File: config.mk
export PLATFORM = sky130hd
export DESIGN_NAME = scan_mux_nx1
export DESIGN_NICKNAME = d
export VERILOG_FILES = /design/src/rtl/scan_mux_nx1.sv
export SDC_FILE = /design/constraint.sdc
export NUM_CORES = 1
export LEC_CHECK = 0
export CAP_MARGIN = 25
export CORE_UTILIZATION = 37
export DETAILED_ROUTE_END_ITERATION = 8
export PLACE_DENSITY = 0.81
export SYNTH_ARGS = -nofsm -noshare
export SYNTH_HDL_FRONTEND = slang
export SYNTH_SLANG_ARGS = --single-unit
File: constraint.sdc
create_clock -name clk -period 1.8 [get_ports clk]
set_input_delay 0.18 -clock clk [delete_from_list [all_inputs] [get_ports clk]]
set_output_delay 0.18 -clock clk [all_outputs]
set_load 0.02 [all_outputs]
File: src/rtl/scan_mux_nx1.sv
// scan_mux_nx1 -- N-channel, W-bit registered multiplexer with valid/ready output.
// The channel comes either from a manual select (MANUAL) or from an internal
// round-robin pointer that dwells DWELL samples on each channel (SCAN).
// Ports:
//   clk        clock, rising edge
//   rst_n      synchronous active-low reset
//   din        N*W packed channels, channel k at din[k*W +: W]
//   sel        manual channel select
//   mode       0 = MANUAL, 1 = SCAN
//   en         sample request
//   out_ready  downstream accepts dout this cycle
//   dout       registered selected sample
//   out_ch     channel index dout was taken from
//   out_valid  dout/out_ch valid
//   wrap       1-cycle pulse when the scan pointer wraps N-1 -> 0
module scan_mux_nx1 #(
  parameter int N     = 8,
  parameter int W     = 8,
  parameter int SW    = $clog2(N),
  parameter int DWELL = 4
) (
  input  logic          clk,
  input  logic          rst_n,
  input  logic [N*W-1:0] din,
  input  logic [SW-1:0] sel,
  input  logic          mode,
  input  logic          en,
  input  logic          out_ready,
  output logic [W-1:0]  dout,
  output logic [SW-1:0] out_ch,
  output logic          out_valid,
  output logic          wrap
);

  localparam int DW = (DWELL > 1) ? $clog2(DWELL) : 1;
  localparam logic [SW:0]   NCH   = (SW+1)'(N);
  localparam logic [SW-1:0] PLAST = SW'(N-1);
  localparam logic [DW-1:0] DLAST = DW'(DWELL-1);

  typedef enum logic {MANUAL = 1'b0, SCAN = 1'b1} state_t;

  state_t        r_state;
  logic [SW-1:0] r_ptr;
  logic [DW-1:0] r_dcnt;
  logic [W-1:0]  r_dout;
  logic [SW-1:0] r_ch;
  logic          r_valid;
  logic          r_wrap;

  logic          w_scan;
  logic          w_trans;
  logic          w_bad;
  logic          w_load;
  logic [SW-1:0] w_ch;
  logic [W-1:0]  w_data;

  always_comb begin
    w_scan  = (r_state == SCAN);
    // State lags mode by one cycle; the cycle it catches up never loads.
    w_trans = (w_scan != mode);
    w_bad   = !w_scan && ({1'b0, sel} >= NCH);
    w_ch    = w_scan ? r_ptr : sel;
    w_load  = en && (!r_valid || out_ready) && !w_trans && !w_bad;
    // Out-of-range channels select zero so the mux never produces X.
    w_data  = '0;
    for (int k = 0; k < N; k++)
      if (w_ch == SW'(k)) w_data = din[k*W +: W];
  end

  always_ff @(posedge clk) begin
    if (!rst_n) begin
      r_state <= MANUAL;
      r_ptr   <= '0;
      r_dcnt  <= '0;
      r_dout  <= '0;
      r_ch    <= '0;
      r_valid <= 1'b0;
      r_wrap  <= 1'b0;
    end else begin
      r_wrap <= 1'b0;
      if (w_trans) begin
        r_state <= mode ? SCAN : MANUAL;
        if (mode) begin
          r_ptr  <= '0;
          r_dcnt <= '0;
        end
      end
      if (w_load) begin
        r_dout  <= w_data;
        r_ch    <= w_ch;
        r_valid <= 1'b1;
        if (w_scan) begin
          if (r_dcnt == DLAST) begin
            r_dcnt <= '0;
            r_ptr  <= (r_ptr == PLAST) ? '0 : r_ptr + 1'b1;
            r_wrap <= (r_ptr == PLAST);
          end else begin
            r_dcnt <= r_dcnt + 1'b1;
          end
        end
      end else if (r_valid && out_ready) begin
        r_valid <= 1'b0;
      end
    end
  end

  assign dout      = r_dout;
  assign out_ch    = r_ch;
  assign out_valid = r_valid;
  assign wrap      = r_wrap;

endmodule
=== Word level (Yosys, flattened, before mapping) ===
Index checks and enable logic that the tools add are counted.

* Register bits after elaboration: 19
* Bits of input ports: 72

* Add/sub/neg operators: 2
* Eq/ne operators: 10
* Muxes and demuxes: 23
* Reduce and logical (&&, ||, !) cells: 9

{| class="wikitable"
|+ Operators by type and width
! operator !! number
|-
| 2-to-1 mux 8 bit || 8
|-
| 2-to-1 mux 3 bit || 7
|-
| == test 3 bit (second input constant) || 5
|-
| 2-to-1 mux 2 bit || 5
|-
| == test 3 x 2 -> 1 bit (second input constant) || 2
|-
| AND reduction 4 bit || 1
|-
| adder 3 x 1 -> 3 bit (second input constant) || 1
|-
| == test 3 x 1 -> 1 bit (second input constant) || 1
|-
| logical AND 1 bit || 3
|-
| logical NOT 3 bit || 1
|-
| 2-to-1 mux 1 bit || 3
|-
| adder 2 x 1 -> 2 bit (second input constant) || 1
|-
| == test 2 bit (second input constant) || 1
|-
| logical NOT 1 bit || 2
|-
| nonzero test 2 bit || 1
|-
| logical OR 1 bit || 1
|-
| inequality test 1 bit || 1
|}

=== Logic depth before layout (Yosys ltp) ===
Gate-level depths: netlist (run 1).

* Depth in word-level cells: 10
* Mapped depth: 8
* Depth with buffers taken out: 5

=== Worst setup path before layout (run 1) ===
No wires, ideal clock.

* Kind: reg-to-reg
* From: register r_state
* To: register r_dout[5], in the netlist dout[5]
* Setup time: 0.119 ns
* Arrival: 1.515 ns
* Data required time: 1.681 ns
* Path slack: 0.166 ns
* Cell stages (with the launch flop): 8
* Buffers on the path: 2
* Period minus slack after synthesis: 1.634 ns
* Cells stage by stage: dfxtp_1 buf_6 mux2_4 buf_6 o31ai_2 a22oi_1 a221oi_2 o21ai_1

* Cells in the longest elaborated chain, start to end: 10
* Elaborated cells between the ends (all ways): 20
* Those cells by class: 8 x eq/ne; 9 x mux; 3 x reduce/logical

{| class="wikitable"
|+ Ends and longest elaborated chain
! what !! line !! source
|-
| start: declaration || 42 || <nowiki>state_t r_state;</nowiki>
|-
| start signal: assignment || 82 || <nowiki>r_state <= mode ? SCAN : MANUAL;</nowiki>
|-
| 2-to-1 mux 3 bit || 62 || <nowiki>w_ch = w_scan ? r_ptr : sel;</nowiki>
|-
| logical NOT 3 bit || 67 || <nowiki>if (w_ch == SW'(k)) w_data = din[k*W +: W];</nowiki>
|-
| 2-to-1 mux 8 bit (8 in series) || 67 ||
|-
| end signal: assignment || 89 || <nowiki>r_dout <= w_data;</nowiki>
|-
| end: declaration || 45 || <nowiki>logic [W-1:0] r_dout;</nowiki>
|}

Several ways; a longest one is shown, not always the timed one.
A chain may end at the register's enable or synchronous reset.

=== Worst setup path after layout (run 1) ===
* From: register r_state
* To: register r_dout[1], in the netlist dout[1]

The elaborated chain is that of the path after synthesis.

==> run metrics, run 1 <==
# diodes=0; largest net degree at the start of global routing=20; Hold Startpoint=dout[7]; wire per inst=15.0 um; critical path fanouts, max=5; Critical Path Start=r_state; synth warn=0; Die H=62.9 um; Worst R2R Start=r_state; TritonRoute pass-1 iters=4; Hold/Removal Path Class=reg -> reg; crit end category=flop; IO Port Bufs=84; max-slew violation count=0; Post-synth EDFFs=0; routability cong.=0.878; remaining global-route overflow=0; Place WS=-0.103 ns; Fin Hold WS=0.448 ns; setup ws final=0.0693 ns; number of standard cells after synthesis=177; Starting DRT DRC Count=143; top post-synthesis cells by count=nor2_1 (29), dfxtp_1 (19), nand2_1 (18); Die X-Extent=62.9 um; final hold violations=0; total die area=3960 um^2; part of the cycle the worst path needs=96.1%; Pleak=0.940 nW; vias in the first global route=1742; CTS Buffer Depth=2; post-route ant nets=0; M1 wire length=2100 um; layout net count=357; synthesized flop and latch total=19; Post-CTS Setup Repair Bufs=0; Starting Density=39.9%; Arrival @ worst endpoint=1.88 ns; synthesized area=1370 um^2; fin cells=327; wire length on met3=355 um; max layer used=met4; CP startpoint kind=flop; sequential-to-total area share from yosys stat=27.7%; layout cells sized above 1=16.4%; Rows=21; Avg Synthesized Cell Area=7.75 um^2; Yosys top cell area share=27.7%; headroom to the max-slew limit=68.2%; Syn Nets=252; met2 wire length=2260 um; worst vdd rail ir drop=345 uV; Placement Cell Area=2410 um^2; Reg clk slew, reported paths=0.08 ns; most numerous cell in the Yosys netlist=nor2_1; Inst Count DP=323; Area Overhead vs Synth=81.8%; clock sinks=19; Fmax=0.578 GHz; CTS tree=built; Setup violations, final=0; first-pass GRT wire length=7940 um; Synth Flop Type=dfxtp_1; clock root buffer=clkbuf_8; worst slew pin tran=0.477 ns; initial antenna violation count=0; post-DP HPWL=3750 um; via count=1773; kind of critical path=reg -> reg; async set-reset flop share out of synthesis=0%; status=complete, no violations; Synth area leader=dfxtp_1; PD cells=504 nW/um^2; Max-Cap Viols=0; CTS buffer count=3; worst clock skew=0.0116 ns; Clk Latency, worst-skew pair=0.26 ns; final WL=4890 um; Final Instance Area=2490 um^2; IO Count=85; DRC=0; CP required=1.94 ns; setup TNS=0 ns; final critical-path required period=1.73 ns; largest cells by area after synthesis=dfxtp_1 (28%), nor2_1 (7.9%), o211ai_1 (7.1%); Unique masters post-synth=32; htree depth=1; core region area=3440 um^2; Total GRT Usage=25.3%; FILL cells=271; vias per std cell=5.42
layer usage:
| layer | vias up | GRT usage [%] |
|---|---|---|
| li1 | 865 | - |
| met1 | 805 | 32.9 |
| met2 | 89 | 40.9 |
| met3 | 14 | 3.28 |
| met4 | 0 | 11.9 |
| met5 | - | 0 |
critical path, cell delays in order, from the launching register on:
cell and delay (ns):
dfxtp_2 0.36, buf_4 0.16, buf_4 0.14, o32ai_4 0.33
or2b_1 0.28, a221oi_1 0.26, o21ai_1 0.08
cells by family (layout without fill, tap and decap cells):
logic type | count (synthesis) | in the layout | synth area share [%]
adders and majority gates | 3 | 3 | 2.74
xor gates and xnor gates | 1 | 1 | 0.638
DFF | 19 | 19 | 27.7
and+or+nand+nor | 74 | 74 | 24.8
AOI/OAI and AO/OA | 54 | 54 | 27.1
buffers and inverters | 12 | 116 | 5.29
muxes | 14 | 14 | 11.8
path summary, 6_finish.rpt:
kind,end,slack [ns],cells after the start
min,dout[7],0.45,2
min reg2reg,dout[7],0.45,2
max reg2reg,dout[1],0.07,6
max,dout[1],0.07,6
repair_timing:
action	CTS	global route
hold buffers	0	0
pin swaps	0	1
setup endpoints to repair	5	9
resized for setup	1	7
stage by stage:
stage / util (%) / power [W]
finish: 72.5 / 0.00126
global route: 72.5 / 0.00132
CTS: 71.8 / 0.00124
detailed placement: 70.0 / 0.000935
global placement: 70.0 / 0.000929
floorplan: - / 0.000664
cells in the final DEF (no fill, tap or decap), drive strengths merged:
cell type	count
a21oi	10
a221oi	8
a22oi	3
a31oi	1
and2	1
and3	1
buf	25
clkbuf	3
clkdlybuf4s50	84
clkinvlp	1
dfxtp	19
ha	3
inv	3
mux2	5
mux2i	9
nand2	18
nand2b	5
nand3	7
nand4	8
nor2	29
o211ai	13
o21ai	16
o31ai	1
o32a	1
o32ai	1
or2	1
or2b	3
or3	1
xnor2	1
final cells by class:
type | count | area, um^2 | share of cell area (%)
multi-input cells | 146 | 955 | 38.3
inverters | 3 | 11.3 | 0.451
flip-flops and latches | 19 | 382 | 15.3
repair buffers | 109 | 1040 | 41.7
clock inverters | 1 | 7.51 | 0.301
clock buffers | 3 | 41.3 | 1.65
well taps | 46 | 57.6 | 2.31
flip-flops by register name, summed over array words and instances (netlist names):
register	cells
r_state	1
wrap	1
out_ch	3
dout	8
r_dcnt	2
r_ptr	3
out_valid	1
report_power, final:
group / total [W] / internal, W / leakage (nW) / switching (W)
combinational: 0.000492 / 0.000292 / 0.763 / 0.000200
clock: 0.000312 / 0.000156 / 0.0217 / 0.000156
sequential: 0.000452 / 0.000441 / 0.155 / 0.0000115
total: 0.00126 / 0.000889 / 0.940 / 0.000367
Note: power is estimated with default switching activity, not from simulation.
==> inputs of run 2 (changes only) <==
--- a/config.mk
+++ b/config.mk
@@ -9,6 +9,7 @@
 export CORE_UTILIZATION = 37
 export DETAILED_ROUTE_END_ITERATION = 8
 export PLACE_DENSITY = 0.81
+export REMOVE_ABC_BUFFERS = 1
 export SYNTH_ARGS = -nofsm -noshare
 export SYNTH_HDL_FRONTEND = slang
 export SYNTH_SLANG_ARGS = --single-unit
==> run 2 against run 1 <==
Sequential share of layout area fell by 0.11 points. First-iteration DRC count down 27%. Utilization is 0.51 points higher. Critical path type unchanged. Critical endpoint is now dout[0]. Highest routed layer unchanged.
==> run metrics, run 2 (synthesis gave the netlist of run 1 again) <==
IO Count=85 (unchanged); PD cells=502 nW/um^2 (-0.33%); Pleak=0.933 nW (-0.70%); Crit-path slowest cell=dfxtp_2; Die H=62.9 um (unchanged); Worst Setup EP=dout[0]; max-slew violation count=0 (unchanged); Max-Cap Viols=0 (unchanged); headroom to the max-slew limit=52.7% (-16 points); wire per inst=15.0 um (about the same); Worst R2R Start=r_state; largest stage delay on the critical path=0.41 ns (+0.05 ns); Critical Path Start=r_state; Placement Cell Area=2390 um^2 (-0.62%); clock sinks=19 (unchanged); Hold/Removal Path Class=reg -> reg; setup TNS=0 ns (unchanged); total die area=3960 um^2 (unchanged); setup ws final=0.0558 ns (-0.0135 ns); Reg clk slew, reported paths=0.08 ns (about the same); worst vdd rail ir drop=331 uV (-4.0%); Arrival @ worst endpoint=1.89 ns (about the same); Place WS=-0.137 ns (-0.0339 ns); Starting Density=39.9% (unchanged); critical path fanouts, max=8 (+3); Final Instance Area=2510 um^2 (+0.70%); R2R setup slack=0.06 ns (about the same); CTS tree=built; Fmax=0.573 GHz (-0.77%); cell mode on critical path=buf_4; clock root buffer=clkbuf_8; final hold violations=0 (unchanged); CP startpoint kind=flop; crit-path cells=buf_12 -> mux2i_1 -> buf_4 -> nor2_1 -> buf_4 -> a221oi_1 -> o21ai_1; DRC=0 (unchanged); via count=1758 (-0.85%); CTS Buffer Depth=2 (unchanged); critical path depth=7 (+1); Largest delay share family, worst path=buffers and inverters; Area Overhead vs Synth=83.0%; routability cong.=0.871 (-0.76%); worst slew pin tran=0.706 ns (+0.230 ns); Rows=21 (unchanged); part of the cycle the worst path needs=96.9% (+0.75 points); final critical-path required period=1.74 ns (+0.0135 ns); Inst Count DP=316 (-2.2%); final WL=4810 um (-1.6%); first-pass GRT wire length=7090 um (-11%); fin cells=322 (-1.5%); CTS buffer count=3 (unchanged); r2r worst-path depth=7 (+1); critical path buffer and inverter count=3 (+1); CP required=1.94 ns (about the same); vias per std cell=5.46 (+0.69%); crit end category=flop; reg-to-reg endpoint=dout[0]; Clk Latency, worst-skew pair=0.26 ns (about the same); layout cells sized above 1=14.9% (-1.5 points); status=complete, no violations; Die X-Extent=62.9 um (unchanged); Tot Pwr=0.00126 W (+0.37%); Setup violations, final=0 (unchanged); kind of critical path=reg -> reg; layout net count=352 (-1.4%); # diodes=0 (unchanged); IO Port Bufs=84 (unchanged); commonest non-fill, non-tap cells in the layout=clkdlybuf4s50_1 (84), nor2_1 (29), dfxtp_1 (18); vias in the first global route=1558 (-11%); post-DP HPWL=3580 um (-4.5%); worst clock skew=0.00844 ns (-0.00318 ns); core region area=3440 um^2 (unchanged); initial antenna violation count=0 (unchanged); remaining global-route overflow=0 (unchanged); Starting DRT DRC Count=104 (-27%); largest net degree at the start of global routing=20 (unchanged); commonest non-fill, non-tap cell in the layout=clkdlybuf4s50_1; Total GRT Usage=22.7% (-2.6 points); TritonRoute pass-1 iters=4 (unchanged); post-route ant nets=0 (unchanged); max reg flops=8 (unchanged); htree depth=1 (unchanged)
==> run 2: cell types whose count changed in the layout (fill, tap and decap cells not counted) <==
| cell | change |
|---|---|
| xnor2_1 | -1 |
| mux2i_2 | -1 |
| mux2_2 | +1 |
| buf_12 | +3 |
| buf_4 | -9 |
| xnor2_2 | +1 |
| mux2i_4 | +1 |
| nor2_2 | -1 |
| nor2_1 | +1 |
==> run 2: worst min-delay path by stage <==
stage	from	end	slack [ns]	cells past startpoint
global route	dout[4]	dout[4]	0.47	2
floorplan	mode	r_state	0.30	1
CTS	dout[2]	dout[2]	0.45	2
global placement	dout[2]	dout[2]	0.44	2
detailed placement	dout[2]	dout[2]	0.44	2
finish	dout[2]	dout[2]	0.45	2
==> run 2: power by group <==
part	total (W)	switching [W]	internal (W)
sequential	0.000454	0.0000127	0.000441
combinational	0.000500	0.000203	0.000297
clock	0.000307	0.000151	0.000156
total	0.00126	0.000367	0.000894
==> run 2: through the flow <==
| step | hold WS (ns) | utilization [%] |
|---|---|---|
| finish | 0.448 | 73.0 |
| floorplan | 0.302 | - |
| global placement | 0.436 | 69.6 |
| CTS | 0.451 | 71.2 |
| global route | 0.469 | 73.0 |
| detailed placement | 0.441 | 69.6 |
==> run 2: per-layer routing <==
layer	wire, um	GRT usage [%]	vias up
met5	0	0	-
met4	112	8.14	0
met3	369	4.74	10
met2	2270	36.2	89
met1	2070	29.8	802
li1	-	-	857
==> run 2: what timing repair did <==
action / 4_1_cts / 5_1_grt
gates cloned: 0 / 1
gates resized for setup: 1 / 8
hold buffers: 0 / 0
setup endpoints to repair: 6 / 12
setup buffers: 0 / 1
==> run 2: worst reg2reg max path, stage by stage (launching register included) <==
cell,delay (ns)
dfxtp_2,0.41
buf_12,0.16
mux2i_1,0.18
buf_4,0.19
nor2_1,0.07
buf_4,0.18
a221oi_1,0.35
o21ai_1,0.09
==> run 2: area by class of cell <==
type                       instances  area [um^2]
clock buffer                       3         41.3
clock inverter                     1         7.51
fill                             263          930
inverter                           3         11.3
multi-input combinational        147          980
sequential                        19          382
tap                               46         57.6
timing repair buffer             103         1030
